===== src/rtl/sd_reg_arbiter.sv =====
// sd_reg_arbiter
// Round-robin arbiter that shares one SD host register-bank port between
// N_REQ internal requesters (0=host bus, 1=ADMA, 2=CMD, 3=DAT). One owner is
// granted at a time. Its address, data and strobes are muxed onto the register
// port, and read data is returned with a one-cycle ack per beat. A locked
// owner may issue back-to-back beats, up to MAX_HOLD beats per grant.
//
// Ports
//   CLK        clock, all state on rising edge
//   RESET      asynchronous active-low reset
//   req        per-requester access request (level, held until ack)
//   lock       per-requester burst lock (keep grant after current beat)
//   we         per-requester write(1)/read(0)
//   addr       flattened addresses, requester i at [i*ADDR_W +: ADDR_W]
//   wdata      flattened write data, requester i at [i*DATA_W +: DATA_W]
//   gnt        one-hot current owner (registered)
//   ack        one-cycle beat-complete pulse (registered)
//   rdata      read data, valid in the ack cycle, holds otherwise (registered)
//   reg_addr   register bank address (combinational from owner)
//   reg_wdata  register bank write data (combinational from owner)
//   reg_we     register bank write strobe (combinational)
//   reg_re     register bank read strobe (combinational)
//   reg_rdata  register bank read data, combinational from reg_addr
module sd_reg_arbiter #(
  parameter int unsigned N_REQ    = 4,
  parameter int unsigned ADDR_W   = 8,
  parameter int unsigned DATA_W   = 32,
  parameter int unsigned MAX_HOLD = 4
) (
  input  logic                       CLK,
  input  logic                       RESET,
  input  logic [N_REQ-1:0]           req,
  input  logic [N_REQ-1:0]           lock,
  input  logic [N_REQ-1:0]           we,
  input  logic [N_REQ*ADDR_W-1:0]    addr,
  input  logic [N_REQ*DATA_W-1:0]    wdata,
  output logic [N_REQ-1:0]           gnt,
  output logic [N_REQ-1:0]           ack,
  output logic [DATA_W-1:0]          rdata,
  output logic [ADDR_W-1:0]          reg_addr,
  output logic [DATA_W-1:0]          reg_wdata,
  output logic                       reg_we,
  output logic                       reg_re,
  input  logic [DATA_W-1:0]          reg_rdata
);

  localparam int unsigned IDX_W = (N_REQ > 1) ? $clog2(N_REQ) : 1;
  localparam int unsigned CNT_W = $clog2(MAX_HOLD + 1);

  localparam logic [0:0] ST_IDLE = 1'b0;
  localparam logic [0:0] ST_OWN  = 1'b1;

  logic [0:0]        state_q,    state_d;
  logic [IDX_W-1:0]  owner_q,    owner_d;
  logic [IDX_W-1:0]  rr_ptr_q,   rr_ptr_d;
  logic [CNT_W-1:0]  beat_cnt_q, beat_cnt_d;
  logic [N_REQ-1:0]  gnt_d;
  logic [N_REQ-1:0]  ack_d;
  logic [DATA_W-1:0] rdata_d;

  logic              owner_req;
  logic              owner_lock;
  logic              owner_we;
  logic [ADDR_W-1:0] owner_addr;
  logic [DATA_W-1:0] owner_wdata;
  logic              beat;

  logic              win_found;
  logic [IDX_W-1:0]  win_idx;
  logic [IDX_W-1:0]  cand;
  logic              release_own;
  logic [IDX_W-1:0]  owner_next;

  // Owner-side view of the requester inputs
  always_comb begin
    owner_req   = req[owner_q];
    owner_lock  = lock[owner_q];
    owner_we    = we[owner_q];
    owner_addr  = addr[32'(owner_q)*ADDR_W +: ADDR_W];
    owner_wdata = wdata[32'(owner_q)*DATA_W +: DATA_W];
  end

  // A beat issues whenever the registered owner is requesting
  assign beat = (state_q == ST_OWN) && owner_req;

  // Register-port mux; parked at zero when no beat is issuing
  always_comb begin
    reg_addr  = '0;
    reg_wdata = '0;
    reg_we    = 1'b0;
    reg_re    = 1'b0;
    if (beat) begin
      reg_addr  = owner_addr;
      reg_wdata = owner_wdata;
      reg_we    = owner_we;
      reg_re    = ~owner_we;
    end
  end

  // Round-robin search starting at rr_ptr
  always_comb begin
    win_found = 1'b0;
    win_idx   = '0;
    cand      = '0;
    for (int k = 0; k < int'(N_REQ); k++) begin
      cand = IDX_W'((32'(rr_ptr_q) + 32'(k)) % N_REQ);
      if (!win_found && req[cand]) begin
        win_found = 1'b1;
        win_idx   = cand;
      end
    end
  end

  assign owner_next = (owner_q == IDX_W'(N_REQ - 1)) ? '0 : owner_q + 1'b1;

  // Next-state and registered-output logic
  always_comb begin
    state_d     = state_q;
    owner_d     = owner_q;
    rr_ptr_d    = rr_ptr_q;
    beat_cnt_d  = beat_cnt_q;
    gnt_d       = gnt;
    ack_d       = '0;
    rdata_d     = rdata;
    release_own = 1'b0;

    case (state_q)
      ST_IDLE: begin
        gnt_d = '0;
        if (win_found) begin
          state_d    = ST_OWN;
          owner_d    = win_idx;
          gnt_d      = N_REQ'(1) << win_idx;
          beat_cnt_d = '0;
        end
      end

      ST_OWN: begin
        if (beat) begin
          ack_d = N_REQ'(1) << owner_q;
          if (!owner_we) begin
            rdata_d = reg_rdata;
          end
          beat_cnt_d = (beat_cnt_q == CNT_W'(MAX_HOLD)) ? beat_cnt_q
                                                         : beat_cnt_q + 1'b1;
          // Retain only while locked and this beat leaves hold budget
          if (!(owner_lock && ((32'(beat_cnt_q) + 32'd1) < MAX_HOLD))) begin
            release_own = 1'b1;
          end
        end else if (!owner_lock) begin
          release_own = 1'b1;
        end

        if (release_own) begin
          state_d  = ST_IDLE;
          gnt_d    = '0;
          rr_ptr_d = owner_next;
        end
      end

      default: begin
        state_d = ST_IDLE;
        gnt_d   = '0;
      end
    endcase
  end

  // State and output registers
  always_ff @(posedge CLK or negedge RESET) begin
    if (!RESET) begin
      state_q    <= ST_IDLE;
      owner_q    <= '0;
      rr_ptr_q   <= '0;
      beat_cnt_q <= '0;
      gnt        <= '0;
      ack        <= '0;
      rdata      <= '0;
    end else begin
      state_q    <= state_d;
      owner_q    <= owner_d;
      rr_ptr_q   <= rr_ptr_d;
      beat_cnt_q <= beat_cnt_d;
      gnt        <= gnt_d;
      ack        <= ack_d;
      rdata      <= rdata_d;
    end
  end

  // Structural invariants of the arbiter outputs
  a_gnt_onehot: assert property (@(posedge CLK) disable iff (!RESET) $onehot0(gnt));
  a_ack_onehot: assert property (@(posedge CLK) disable iff (!RESET) $onehot0(ack));
  a_strobe_excl: assert property (@(posedge CLK) disable iff (!RESET) !(reg_we && reg_re));

endmodule

===== config.mk =====
export PLATFORM = sky130hd
export DESIGN_NAME = sd_reg_arbiter
export DESIGN_NICKNAME = d
export VERILOG_FILES = /design/src/rtl/sd_reg_arbiter.sv
export SDC_FILE = /design/constraint.sdc
export NUM_CORES = 1
export LEC_CHECK = 0
export CAP_MARGIN = 0
export CORE_AREA = 2 2 111 113
export CTS_CLUSTER_SIZE = 8
export DETAILED_ROUTE_END_ITERATION = 8
export DIE_AREA = 0 0 113 115
export PLACE_DENSITY = 0.75
export SKIP_CTS_REPAIR_TIMING = 1
export SYNTH_ARGS = -nofsm -noshare
export SYNTH_HDL_FRONTEND = slang
export SYNTH_SLANG_ARGS = --single-unit

===== constraint.sdc =====
create_clock -name CLK -period 5.01 [get_ports CLK]
set_clock_uncertainty 0.15 [all_clocks]
set_input_delay 1.2525 -clock CLK [delete_from_list [all_inputs] [get_ports CLK]]
set_output_delay 1.2525 -clock CLK [all_outputs]
set_load 0.05 [all_outputs]

### Word-level counts from Yosys, hierarchy flattened

Index checks and enable logic that the tools add are counted.

| cells by class | value |
|---|---|
| reduce and logical (&&, ||, !) cells | 12 |
| shift-type cells | 4 |
| equality and inequality tests | 6 |
| bitwise operators | 2 |
| multiplexer cells | 43 |
| order comparisons | 6 |
| add/sub/neg operators | 6 |

Operators by type and width:

| cell | number |
|---|---|
| indexed part select 128 x 8 -> 32 bit | 1 |
| two-way mux 32 bit | 1 |
| indexed part select 32 x 6 -> 8 bit | 1 |
| two-way mux 1 bit | 19 |
| two-way mux 4 bit | 4 |
| < comparator 2 x 3 -> 1 bit, second input constant | 5 |
| binary-select mux 1 bit (select 2 bit) | 7 |
| two-way mux 2 bit | 5 |
| two-way mux 3 bit | 3 |
| two-way mux 8 bit | 1 |
| case mux 4 bit (2 select lines) | 1 |
| << shifter 1 x 2 -> 4 bit, first input constant | 2 |
| case mux 3 bit (2 select lines) | 1 |
| AND reduction 3 bit | 2 |
| logical AND 1 bit | 5 |
| adder 2 x 1 -> 2 bit, second input constant | 2 |
| adder 2 bit, second input constant | 2 |
| adder 3 x 1 -> 4 bit, second input constant | 1 |
| < comparator 4 x 3 -> 1 bit, second input constant | 1 |
| inequality test 2 x 1 -> 1 bit, second input constant | 2 |
| inequality test 2 bit, second input constant | 2 |
| AND reduction 2 bit | 2 |
| adder 3 x 1 -> 3 bit, second input constant | 1 |
| == test 3 bit, second input constant | 1 |
| 4 further kinds | 7 |

| word-level totals | value |
|---|---|
| word-level logic and storage cells | 86 |
| input port bits | 206 |
| output and inout bits | 82 |
| bits in registers | 48 |

### Depth between registers and ports, before layout

| depth | value |
|---|---|
| depth after elaboration | 15 |
| gate-level depth with buffers | 6 |
| depth with buffers taken out | 6 |

### Worst setup path after synthesis

No wires, ideal clock.

| path | value |
|---|---|
| path type | input to output |
| start | input port req[3] |
| end | output port reg_addr[0] |
| stages on the path | 4 |
| buffers on the path | 2 |
| required time | 3.608 ns |
| arrival time | 2.461 ns |
| path slack | 1.146 ns |
| path through | mux4_2 -> buf_2 -> clkbuf_1 -> and3_1 |

| between the ends | value |
|---|---|
| cells in the longest elaborated chain, start to end | 4 |

RTL lines:

| element | line | text |
|---|---|---|
| from (decl) | 32 | `input logic [N_REQ-1:0] req,` |
| binary-select mux 1 bit (select 2 bit) | 76 | `owner_req = req[owner_q];` |
| two-way mux 1 bit (not written as such) | 76 |  |
| logical AND 1 bit | 84 | `assign beat = (state_q == ST_OWN) && owner_req;` |
| two-way mux 8 bit | 92 | `if (beat) begin` |
| to (decl) | 40 | `output logic [ADDR_W-1:0] reg_addr,` |

Every way passes these cells. The select of a mux whose other input is x is not followed.

### Final worst setup path

| path | value |
|---|---|
| start | input port req[1] |
| end | output port reg_wdata[21] |

| between the ends | value |
|---|---|
| cells in the longest elaborated chain, start to end | 4 |

RTL lines:

| element | line | text |
|---|---|---|
| binary-select mux 1 bit (select 2 bit) | 76 |  |
| two-way mux 1 bit (not written as such) | 76 |  |
| logical AND 1 bit | 84 |  |
| two-way mux 32 bit | 92 |  |
| to (decl) | 41 | `output logic [DATA_W-1:0] reg_wdata,` |

Every way passes these cells. The select of a mux whose other input is x is not followed.

==> flow_summary.toml <==
[detailed_routing]
detailroute.via_count = 3375
dr.first_iter.drc_count = 156
route.met2.wl_um = 7070
dr.pass1.iters = 8
drc = 10
vias_per_cell = 4.99
wl_met3_um = 1140
wl_per_cell_um = 19.8
wl_met1_um = 5080
top_layer = "met4"
ant_nets = 0
wirelength_um = 13400

[floorplanning]
num_rows = 40
initial_core_util_pct = 29.4
die_area_um2 = 13000
die_w_um = 113
die_h_um = 115
pin_count = 288
core_area_um2 = 11800

[final_layout]
stdcell_count = 676
drive_gt1_share_pct = 26.3
finalNetCount = 740
synthToLayoutAreaGrowth_pct = 102
antenna_cells = 0

[synthesis]
synthesis.nets = 465
synth.top_cell.area_share_pct = 34.5
synth_common_cells = "dfrtp_1 (48), and3_1 (45), mux4_2 (43)"
yosys_most_used_dff = "dfrtp_1"
yosysUniqueCellTypes = 36
yosysMostFrequentCell = "dfrtp_1"
syn_area_um2 = 3480
synth_area_leaders = "dfrtp_1 (35%), mux4_2 (28%), mux2_4 (13%)"
yosysTopAreaCell = "dfrtp_1"
synthesis.instances = 253
yosys_warnings = 0
async_reset_ff_share_pct = 100
synth_edf_count = 0
seq_area_frac_synth_pct = 34.5
ys_ff_latch = 48
avgSynthCellArea_um2 = 13.7

[setup_path]
r2r_cells = 4
worstPathRequired_ns = 3.61
reg2reg_to = "rdata[8]"
worstSetupPathType = "in -> out"
cp.arrival_ns = 3.17
rrSetupSlack_ns = 2.01
timing.rr.start = "owner_q[0]"
endpoint_kind = "primary output"
crit_path_max_fanout = 51
critPathLaunchType = "input pin"

[timing]
fin_setup_tns_ns = 0
report.final.slew_viol_count = 0
grt_setup_unrepaired = "no"
setup_violations = 0
period_minus_slack_ns = 4.57
max_slew_margin_pct = 29.5
post-route-period-util_pct = 91.3
fmaxAchievable_mhz = 219
worst_pin_slew_ns = 1.06
hold_viol = 0

[grt]
track_usage_pct = 20.1
antenna_found_initial = 0
grt_pass1_vias = 3720
grt_first_pass_wirelength_um = 20500
overflow = 0
grt_max_degree = 55

[run_status]
violations = "design-rule violations"
run_status = "finished, violations left"

[cts]
cts_made_buffers = 5
cts_max_level = 2
cts_tree = "done"
clk_latency_ns = 0.28
clock-sinks = 48
clk_pin_slew_ns = 0.06
cts_root_buffer = "clkbuf_16"
cts_max_path_buffers = 2

[placement]
routabilityCongestion = 0.836
port-buffer-count = 287
placed_cells = 668
dpl.hpwl_um = 11000

[min_path]
hp-start = "gnt[2]"
holdPathStages = 1
worstHoldPathType = "reg -> reg"
whs_endpoint = "gnt[2]"

[power]
irDropWorstVdd_mv = 0.378
power.leakage_nw = 3.00
power.density_nw_per_um2 = 654

[run]
cap_violations = 0
==> cell families (layout without fill, tap and decap cells) <==
family / count (synthesis) / in the layout / synth area share [%]
flip-flops: 48 / 48 / 34.5
buffers and inverters: 30 / 306 / 4.32
AND/OR/NAND/NOR: 71 / 71 / 12.3
AO/OA/AOI/OAI: 17 / 17 / 3.56
XOR/XNOR: 1 / 1 / 0.252
adder cells (fa/ha/maj): 6 / 6 / 2.16
multiplexers: 80 / 80 / 42.9
==> how the worst max path moves through the flow <==
stage                       from       endpoint  cells past startpoint
final                     req[1]  reg_wdata[21]                      4
after global routing      req[1]   reg_wdata[9]                      4
after CTS                 req[1]  reg_wdata[21]                      4
after detailed placement  req[1]    reg_addr[6]                      4
after global placement    req[1]  reg_wdata[21]                      4
after floorplan           req[3]    reg_addr[0]                      4
==> report_power, final <==
part / switching, mW / internal [mW]
combinational: 1.83 / 1.64
sequential: 0.170 / 0.576
clock: 0.143 / 0.237
==> critical path: stages <==
cell and delay (ns):
clkdlybuf4s50_1 0.56, mux4_2 0.85, and3_1 0.35, buf_12 0.15
==> stage by stage <==
step	cell area, um2	util (%)	setup WS, ns	hold WS (ns)	power (mW)
after floorplan	3480	-	1.15	0.336	2.88
after global placement	6860	58.1	0.473	0.331	4.20
after detailed placement	6860	58.1	0.442	0.328	4.25
after CTS	7030	59.5	0.443	0.346	4.65
after global routing	7030	59.5	0.307	0.374	4.82
final	7030	59.5	0.438	0.344	4.60
==> sequential cells by signal, indices dropped and copies added (netlist names) <==
signal      count
ack             4
owner_q         2
state_q         1
beat_cnt_q      3
rr_ptr_q        2
gnt             4
rdata          32
==> final cells by class <==
type	count	area (um2)
flip-flops and latches	48	1200
repair buffers	292	3330
multi-input cells	175	2130
well taps	147	184
clock inverters	3	46.3
clock buffers	5	125
inverters	6	22.5
fillers	968	4780
==> cell usage in the layout, fill, tap and decap left out, types with 2 or more instances in the layout <==
cell type | Yosys | routed
dfrtp_1 | 48 | 46
clkbuf_16 | 0 | 5
a32o_1 | 2 | 2
mux2_2 | 5 | 5
o2bb2ai_1 | 2 | 2
nand2b_1 | 4 | 4
or2_2 | 2 | 2
a21oi_1 | 2 | 2
nand3_1 | 2 | 2
nor2_1 | 4 | 4
buf_4 | 0 | 5
mux4_2 | 43 | 43
buf_12 | 0 | 42
mux2_4 | 29 | 29
clkdlybuf4s50_1 | 0 | 244
ha_1 | 6 | 6
mux2i_1 | 3 | 3
a21boi_0 | 2 | 2
and3_1 | 45 | 45
nand2_1 | 7 | 7
o21ai_0 | 3 | 3
dfrtp_2 | 0 | 2
inv_1 | 6 | 6
==> layer usage <==
metal / vias up / global-route usage [%]
met2: 162 / 35.9
met5: - / 0
met1: 1669 / 24.7
met3: 10 / 5.85
li1: 1534 / -
met4: 0 / 3.01
No activity file was read; power rests on OpenSTA's default activity.
